[config.mk]
export PLATFORM = sky130hd
export DESIGN_NAME = if_id_fetch_queue
export DESIGN_NICKNAME = d
export VERILOG_FILES = /design/src/rtl/if_id_fetch_queue.sv
export SDC_FILE = /design/constraint.sdc
export NUM_CORES = 1
export LEC_CHECK = 0
export BUFFER_PORTS_ARGS = -buffer_cell sky130_fd_sc_hd__buf_2
export CAP_MARGIN = 0
export CORE_ASPECT_RATIO = 0.75
export CORE_MARGIN = 2
export CORE_UTILIZATION = 45
export CTS_CLUSTER_DIAMETER = 50
export DETAILED_ROUTE_END_ITERATION = 8
export GPL_TIMING_DRIVEN = 0
export PLACE_DENSITY = 0.67
export SKIP_CTS_REPAIR_TIMING = 1
export SYNTH_ARGS = -nofsm -noshare
export SYNTH_HDL_FRONTEND = slang
export SYNTH_SLANG_ARGS = --single-unit
[constraint.sdc]
create_clock -name clk -period 4.1 [get_ports clk]
set_clock_uncertainty 0.1 [all_clocks]
set_input_delay 0.615 -clock clk [delete_from_list [all_inputs] [get_ports clk]]
set_output_delay 0.615 -clock clk [all_outputs]
set_load 0.03 [all_outputs]
[src/rtl/if_id_fetch_queue.sv]
// IF/ID boundary FIFO: buffers fetched {PC, PC+4, instr} so fetch can run ahead of a
// stalled decode; a redirect empties it in one cycle and an empty queue reads as zero.
module if_id_fetch_queue #(
  parameter int XLEN  = 32,
  parameter int DEPTH = 4,
  localparam int AW   = $clog2(DEPTH)
) (
  input  logic            clk,
  input  logic            reset,
  input  logic            flush,
  input  logic            in_valid,
  output logic            in_ready,
  input  logic [XLEN-1:0] pc_in,
  input  logic [XLEN-1:0] pc_4_in,
  input  logic [XLEN-1:0] instr_in,
  output logic            out_valid,
  input  logic            out_ready,
  output logic [XLEN-1:0] pc_out,
  output logic [XLEN-1:0] pc_4_out,
  output logic [XLEN-1:0] instr_out,
  output logic [AW:0]     count,
  output logic            full,
  output logic            empty
);

  logic [XLEN-1:0] r_pc_mem    [DEPTH];
  logic [XLEN-1:0] r_pc_4_mem  [DEPTH];
  logic [XLEN-1:0] r_instr_mem [DEPTH];
  logic [AW-1:0]   r_wr_ptr;
  logic [AW-1:0]   r_rd_ptr;
  logic [AW:0]     r_cnt;

  logic w_push;
  logic w_pop;
  logic w_clear;

  // in_ready depends only on registered occupancy, never on out_ready
  assign full      = (r_cnt == (AW+1)'(DEPTH));
  assign empty     = (r_cnt == '0);
  assign count     = r_cnt;
  assign in_ready  = !full;
  assign out_valid = !empty;

  assign w_clear = !reset || flush;
  assign w_push  = in_valid && in_ready && !w_clear;
  assign w_pop   = out_valid && out_ready && !w_clear;

  always_ff @(posedge clk) begin
    if (w_clear) begin
      r_wr_ptr <= '0;
      r_rd_ptr <= '0;
      r_cnt    <= '0;
    end else begin
      if (w_push) r_wr_ptr <= r_wr_ptr + AW'(1);
      if (w_pop)  r_rd_ptr <= r_rd_ptr + AW'(1);
      case ({w_push, w_pop})
        2'b10:   r_cnt <= r_cnt + (AW+1)'(1);
        2'b01:   r_cnt <= r_cnt - (AW+1)'(1);
        default: r_cnt <= r_cnt;
      endcase
    end
  end

  // Storage is never cleared; empty gating below provides the zero bubble
  always_ff @(posedge clk) begin
    if (w_push) begin
      r_pc_mem[r_wr_ptr]    <= pc_in;
      r_pc_4_mem[r_wr_ptr]  <= pc_4_in;
      r_instr_mem[r_wr_ptr] <= instr_in;
    end
  end

  assign pc_out    = empty ? '0 : r_pc_mem[r_rd_ptr];
  assign pc_4_out  = empty ? '0 : r_pc_4_mem[r_rd_ptr];
  assign instr_out = empty ? '0 : r_instr_mem[r_rd_ptr];

endmodule

==> results of run 1 <==
cells by family after synthesis:
group / share of synthesized area (%)
DFF: 78.3
and+or+nand+nor: 4.68
muxes: 14.4
buffers and inverters: 1.54
AOI/OAI and AO/OA: 0.351
adders and majority gates: 0.552
xor gates and xnor gates: 0.176
final cells by class:
type                    count  area (um2)  area share [%]
clock inverters            18         149           0.832
multi-input cells         230        3030            17.0
clock buffers              52        1070            5.96
repair buffers            208        1150            6.40
diodes                      2        5.00          0.0280
flip-flops and latches    393       11700            65.4
inverters                   9        33.8           0.189
well taps                 442         553            3.09
plain buffers              34         196            1.10
sequential cells by signal (all words and copies together), names as in the netlist, named ones only:
| signal | cells |
|---|---|
| r_instr_mem | 128 |
| count | 3 |
| r_pc_mem | 128 |
| r_rd_ptr | 2 |
| r_wr_ptr | 2 |
| r_pc_4_mem | 128 |
path summary, 6_finish.rpt:
kind	endpoint	slack [ps]	cells after the start
setup / recovery	pc_4_out[29]	760	6
hold / removal	r_pc_mem[0][6]	200	1
setup reg to reg	r_instr_mem[3][3]	1390	5
hold reg to reg	r_wr_ptr[0]	420	2
per-stage QoR:
stage | TNS (ps) | area (um2) | hold WS [ps] | power (mW) | util (%)
2_1_floorplan | 0 | 15000 | 359 | 4.65 | -
3_3_place_gp | -44830 | 16500 | 379 | 4.77 | 50.7
3_5_place_dp | 0 | 16700 | 413 | 4.78 | 51.2
4_1_cts | 0 | 17900 | 174 | 8.18 | 54.9
5_1_grt | 0 | 17900 | 182 | 8.37 | 54.9
6_report | 0 | 17900 | 200 | 8.09 | 54.9
cell usage in the layout, fill, tap and decap left out, drive strengths merged:
master    count
a21oi         5
and2        100
buf         226
bufinv        2
clkbuf       68
clkinv       11
clkinvlp      4
dfxtp         9
diode         2
edfxtp      384
fa            1
ha            5
inv          10
mux4         96
nand2         1
nand2b        1
nand3         2
nor2          6
nor3          1
o21ai         4
o31ai         1
or3           3
or3b          1
xor2          3
routing by layer:
layer | GRT usage, % | routed length [um] | vias up
met5 | 0 | 27 | -
met4 | 3.88 | 412 | 4
met3 | 4.76 | 2130 | 42
met2 | 26.5 | 13500 | 227
met1 | 23.2 | 12600 | 3667
li1 | - | - | 3211
report_power, final:
group,internal (mW),switching [mW],total (mW)
clock network,1.96,1.43,3.40
logic,0.0931,0.144,0.237
registers,4.45,0.00867,4.46
total,6.51,1.59,8.09
==> run metrics, run 1 <==
post-DP HPWL=17.7 mm; largest net degree at the start of global routing=56; Port Buffer Count=203; cell accounting for the most synthesized area=edfxtp_1; startpoint of the lowest-slack hold path=pc_in[6]; via count=7,151; proportion of synthesized chip area in sequential cells=78.3%; count of filler cells inserted in the layout=2,579; number of antenna violations at the first check in global routing=4; starting density of the core=45.9%; highest cell delay on the worst timing path=460 ps; first-pass GRT wire length=43.7 mm; Final Slew Violations=0; cells taking the most area after synthesis=edfxtp_1 (77%), mux4_2 (14%), and2_1 (4.2%); Top Ports=204; Slew HR=48.4%; endpoints failing setup=0; synthesized net count=773; core outline area=0.0326 mm2; classification of the worst-slack hold path=in -> reg; count leader, synth=edfxtp_1; final worst path period need=3340 ps; number of synthesized register bits=393; portion of synthesized cell area occupied by the leading cell type=77.1%; maximum fanout count along the critical path=10; layout cells sized above 1=40.5%; synthesized area divided by synthesized cell count=22.5 um2; number of global-route vias before repair=7,491; width of the die=215 um; drt drc=0; required arrival time at the worst endpoint=3380 ps; number of cells after detailed placement=1,316; cell family with most CP delay=buffers and inverters; number of distinct standard cells referenced by the synthesized netlist=22; Syn Std Cell Area=0.0150 mm2; Arr. time, crit path=2630 ps; count of final hold-check violations=0; non-filler cells in the finished layout=1,388; Crit Path Category=reg -> out; Final GP Congestion=0.726; total number of yosys warnings=0; RSZ-0062 raised after global routing=false; Root Buffer Master=clkbuf_16; GRT Residual Overflow=0; launch point of the critical path=count[0]; static power due to leakage=6.15 nW; Die Y=162 um; maximum capacitance violations=0; areal power density over the cells=452 mW/mm2; Total Routed Length=28.6 mm; CTS buffer count=39; later-pin clock latency in the skew report=520 ps; Layout Area Growth over Synthesis=19.6%; mean number of vias per cell=5.15; Cells after Synth=666; # clock sinks=393; most frequent cells after synthesis=edfxtp_1 (384), and2_1 (100), mux4_2 (96); GRT Resource Usage Total=16.7%; total number of placement rows=57; Die Area=0.0347 mm2; drt first pass iters=4; worst ir drop on vdd=0.000428 V; Fmax=299 MHz; Placement Setup Slack=893 ps; chain of cells forming the critical path=or3_1 -> buf_2 -> clkbuf_1 -> clkbuf_1 -> and2_1 -> buf_2; TritonCTS clock tree=yes; crit path setup slack, layout=758 ps; count of flip-flops with a built-in enable after synthesis=384; share of the cycle needed by the critical path after routing=81.5%; critical-path cell with the highest stage delay=clkbuf_1; CTS clock-pin slew for the worst setup and hold paths=70 ps; Final nets=1,022; Max Root-Sink Buffers=3; most common flop cell mapped by yosys=edfxtp_1; transition at the pin with the smallest max-transition slack=775 ps; Async S/R FF share, synth=0%; Bufs and invs on worst path=4; wire length per cell=20.6 um; result of the run=complete, no violations; startpoint kind of the worst setup timing path=register; CTS H-Tree Depth=2; Critical R2R Launch=count[0]; antenna-violating nets left=0; critical path endpoint category=primary output; Iter 0 DRT Violations=494
(Power assumes the default switching activity.)
==> inputs of run 2 (changes only) <==
==> constraint.sdc (replaced) <==
create_clock -name clk -period 2.8 [get_ports clk]
set_clock_uncertainty 0.1 [all_clocks]
set_input_delay 0.42 -clock clk [delete_from_list [all_inputs] [get_ports clk]]
set_output_delay 0.42 -clock clk [all_outputs]
set_load 0.03 [all_outputs]
==> run 2 against run 1 <==
Critical path depth down 1. Final cell count up 2.8%. Register-to-register slack lost 1200 ps. Largest cell class unchanged.
==> run metrics, run 2 (synthesized netlist as in run 1, its figures left out) <==
result of the run=complete, no violations (unchanged); final worst path period need=2730 ps; antenna-violating nets left=0 (unchanged); most common cell after layout, fill and taps aside=edfxtp_1 (unchanged); classification of the worst-slack hold path=in -> reg (unchanged); Final Slew Violations=0 (unchanged); CTS H-Tree Depth=2 (unchanged); Die Y=162 um (unchanged); total chip power=11.9 mW (was 8.09 mW); Total Routed Length=29.7 mm (was 28.6 mm); wire length per cell=20.8 um (was 20.6 um); largest net degree at the start of global routing=56 (unchanged); most frequent cells in the layout=edfxtp_1 (384), buf_2 (207), mux4_2 (96), and2_1 (96), clkbuf_16 (41) (was edfxtp_1 (384), buf_2 (215), mux4_2 (96), and2_1 (96), clkbuf_16 (41)); Placement Setup Slack=-212 ps (was 893 ps); RSZ-0062 raised after global routing=true (was false); top flop regs=r_instr_mem x128, r_pc_4_mem x128, r_pc_mem x128 (unchanged); Root Buffer Master=clkbuf_16 (unchanged); Top Ports=204 (unchanged); Fmax=366 MHz; core outline area=0.0326 mm2 (unchanged); # clock sinks=393 (unchanged); Crit Path Category=reg -> out (unchanged); via count=7,332 (was 7,151); Final GP Congestion=0.726 (unchanged); endpoints failing setup=0 (unchanged); static power due to leakage=6.37 nW (was 6.15 nW); total number of placement rows=57 (unchanged); count of filler cells inserted in the layout=2,529 (was 2,579); Max Root-Sink Buffers=3 (unchanged); transition at the pin with the smallest max-transition slack=691 ps (was 775 ps); worst ir drop on vdd=0.000532 V (was 0.000428 V); starting density of the core=45.9% (unchanged); count of final hold-check violations=0 (unchanged); GRT Residual Overflow=0 (unchanged); Final nets=1,061 (was 1,022); layout cells sized above 1=41.2% (was 40.5%); register area=0.0117 mm2 (unchanged); post-DP HPWL=17.7 mm (unchanged); critical path endpoint category=primary output (unchanged); drt drc=0 (unchanged); CTS buffer count=39 (unchanged); later-pin clock latency in the skew report=520 ps (about the same); drt first pass iters=4 (unchanged); Die Area=0.0347 mm2 (unchanged); Layout Area Growth over Synthesis=22.7% (was 19.6%); Iter 0 DRT Violations=566 (was 494); crit path setup slack, layout=71.5 ps (was 758 ps); maximum fanout count along the critical path=10 (unchanged); CTS clock-pin slew for the worst setup and hold paths=70 ps (about the same); startpoint kind of the worst setup timing path=register (unchanged); required arrival time at the worst endpoint=2280 ps (was 3380 ps); maximum capacitance violations=0 (unchanged); multi-input combinational cell area=0.00308 mm2 (was 0.00303 mm2); number of antenna violations at the first check in global routing=3 (was 4); TritonCTS clock tree=yes (unchanged); width of the die=215 um (unchanged); Arr. time, crit path=2210 ps (was 2630 ps); areal power density over the cells=648 mW/mm2 (was 452 mW/mm2); first-pass GRT wire length=43.7 mm (unchanged); GRT Resource Usage Total=16.7% (unchanged); share of the cycle needed by the critical path after routing=97.4%; mean number of vias per cell=5.14 (was 5.15); Slew HR=53.9% (was 48.4%); number of global-route vias before repair=7,491 (unchanged); Port Buffer Count=203 (unchanged)
==> run 2: cell count changes in the layout (fill, tap and decap cells not counted), moves of 4 or more <==
| cell | delta |
|---|---|
| and2_2 | +4 |
| buf_12 | +4 |
| buf_2 | -8 |
| buf_4 | +13 |
| clkbuf_1 | -12 |
| clkbuf_2 | +8 |
| dlygate4sd3_1 | +30 |
==> run 2: through the flow <==
| stage | util [%] | hold WS (ps) | std cells | instance area, um2 | TNS [ps] |
|---|---|---|---|---|---|
| after floorplan | - | 359 | 666 | 15000 | -151230 |
| after global placement | 50.7 | 379 | 1311 | 16500 | -469150 |
| after detailed placement | 51.2 | 413 | 1316 | 16700 | -39750 |
| after CTS | 54.9 | -21.1 | 1386 | 17900 | -19420 |
| after global routing | 56.3 | -3.80 | 1425 | 18400 | -17.4 |
| final | 56.3 | 2.99 | 1427 | 18400 | 0 |
==> run 2: per-layer routing <==
layer | global-route usage, % | vias up | part of all wire (%)
li1 | - | 3293 | -
met4 | 3.88 | 2 | 1.6
met3 | 4.76 | 47 | 7.0
met5 | 0 | - | 0.044
met2 | 26.5 | 228 | 47
met1 | 23.2 | 3762 | 44
==> run 2: layout make-up <==
cell class	count	area share, %
Sequential cell	393	63.8
Inverter	9	0.184
Clock inverter	18	0.811
Tap cell	442	3.01
Buffer	34	1.55
Antenna cell	2	0.0273
Clock buffer	52	5.81
Multi-Input combinational cell	234	16.7
Timing Repair Buffer	243	8.08
==> run 2: final timing paths <==
| check | start | endpoint | slack (ps) | depth (start not counted) |
|---|---|---|---|---|
| worst max-delay path | register | pc_4_out[2] | 70 | 5 |
| worst min-delay path | pc_4_in[11] | r_pc_4_mem[0][11] | 3 | 1 |
| worst max register to register | count[2] | count[2] | 200 | 10 |
| worst min register to register | r_wr_ptr[0] | r_wr_ptr[0] | 420 | 2 |
==> run 2: where the power goes <==
part           switching [mW]  internal [mW]  total (mW)
sequential             0.0128           6.51        6.53
combinational           0.223          0.169       0.392
clock                    2.10           2.87        4.98
==> run 2: critical path: stages (launching register included) <==
cell	delay, ps
dfxtp_1	300
buf_2	220
clkbuf_2	370
mux4_2	400
and2_1	200
buf_2	180
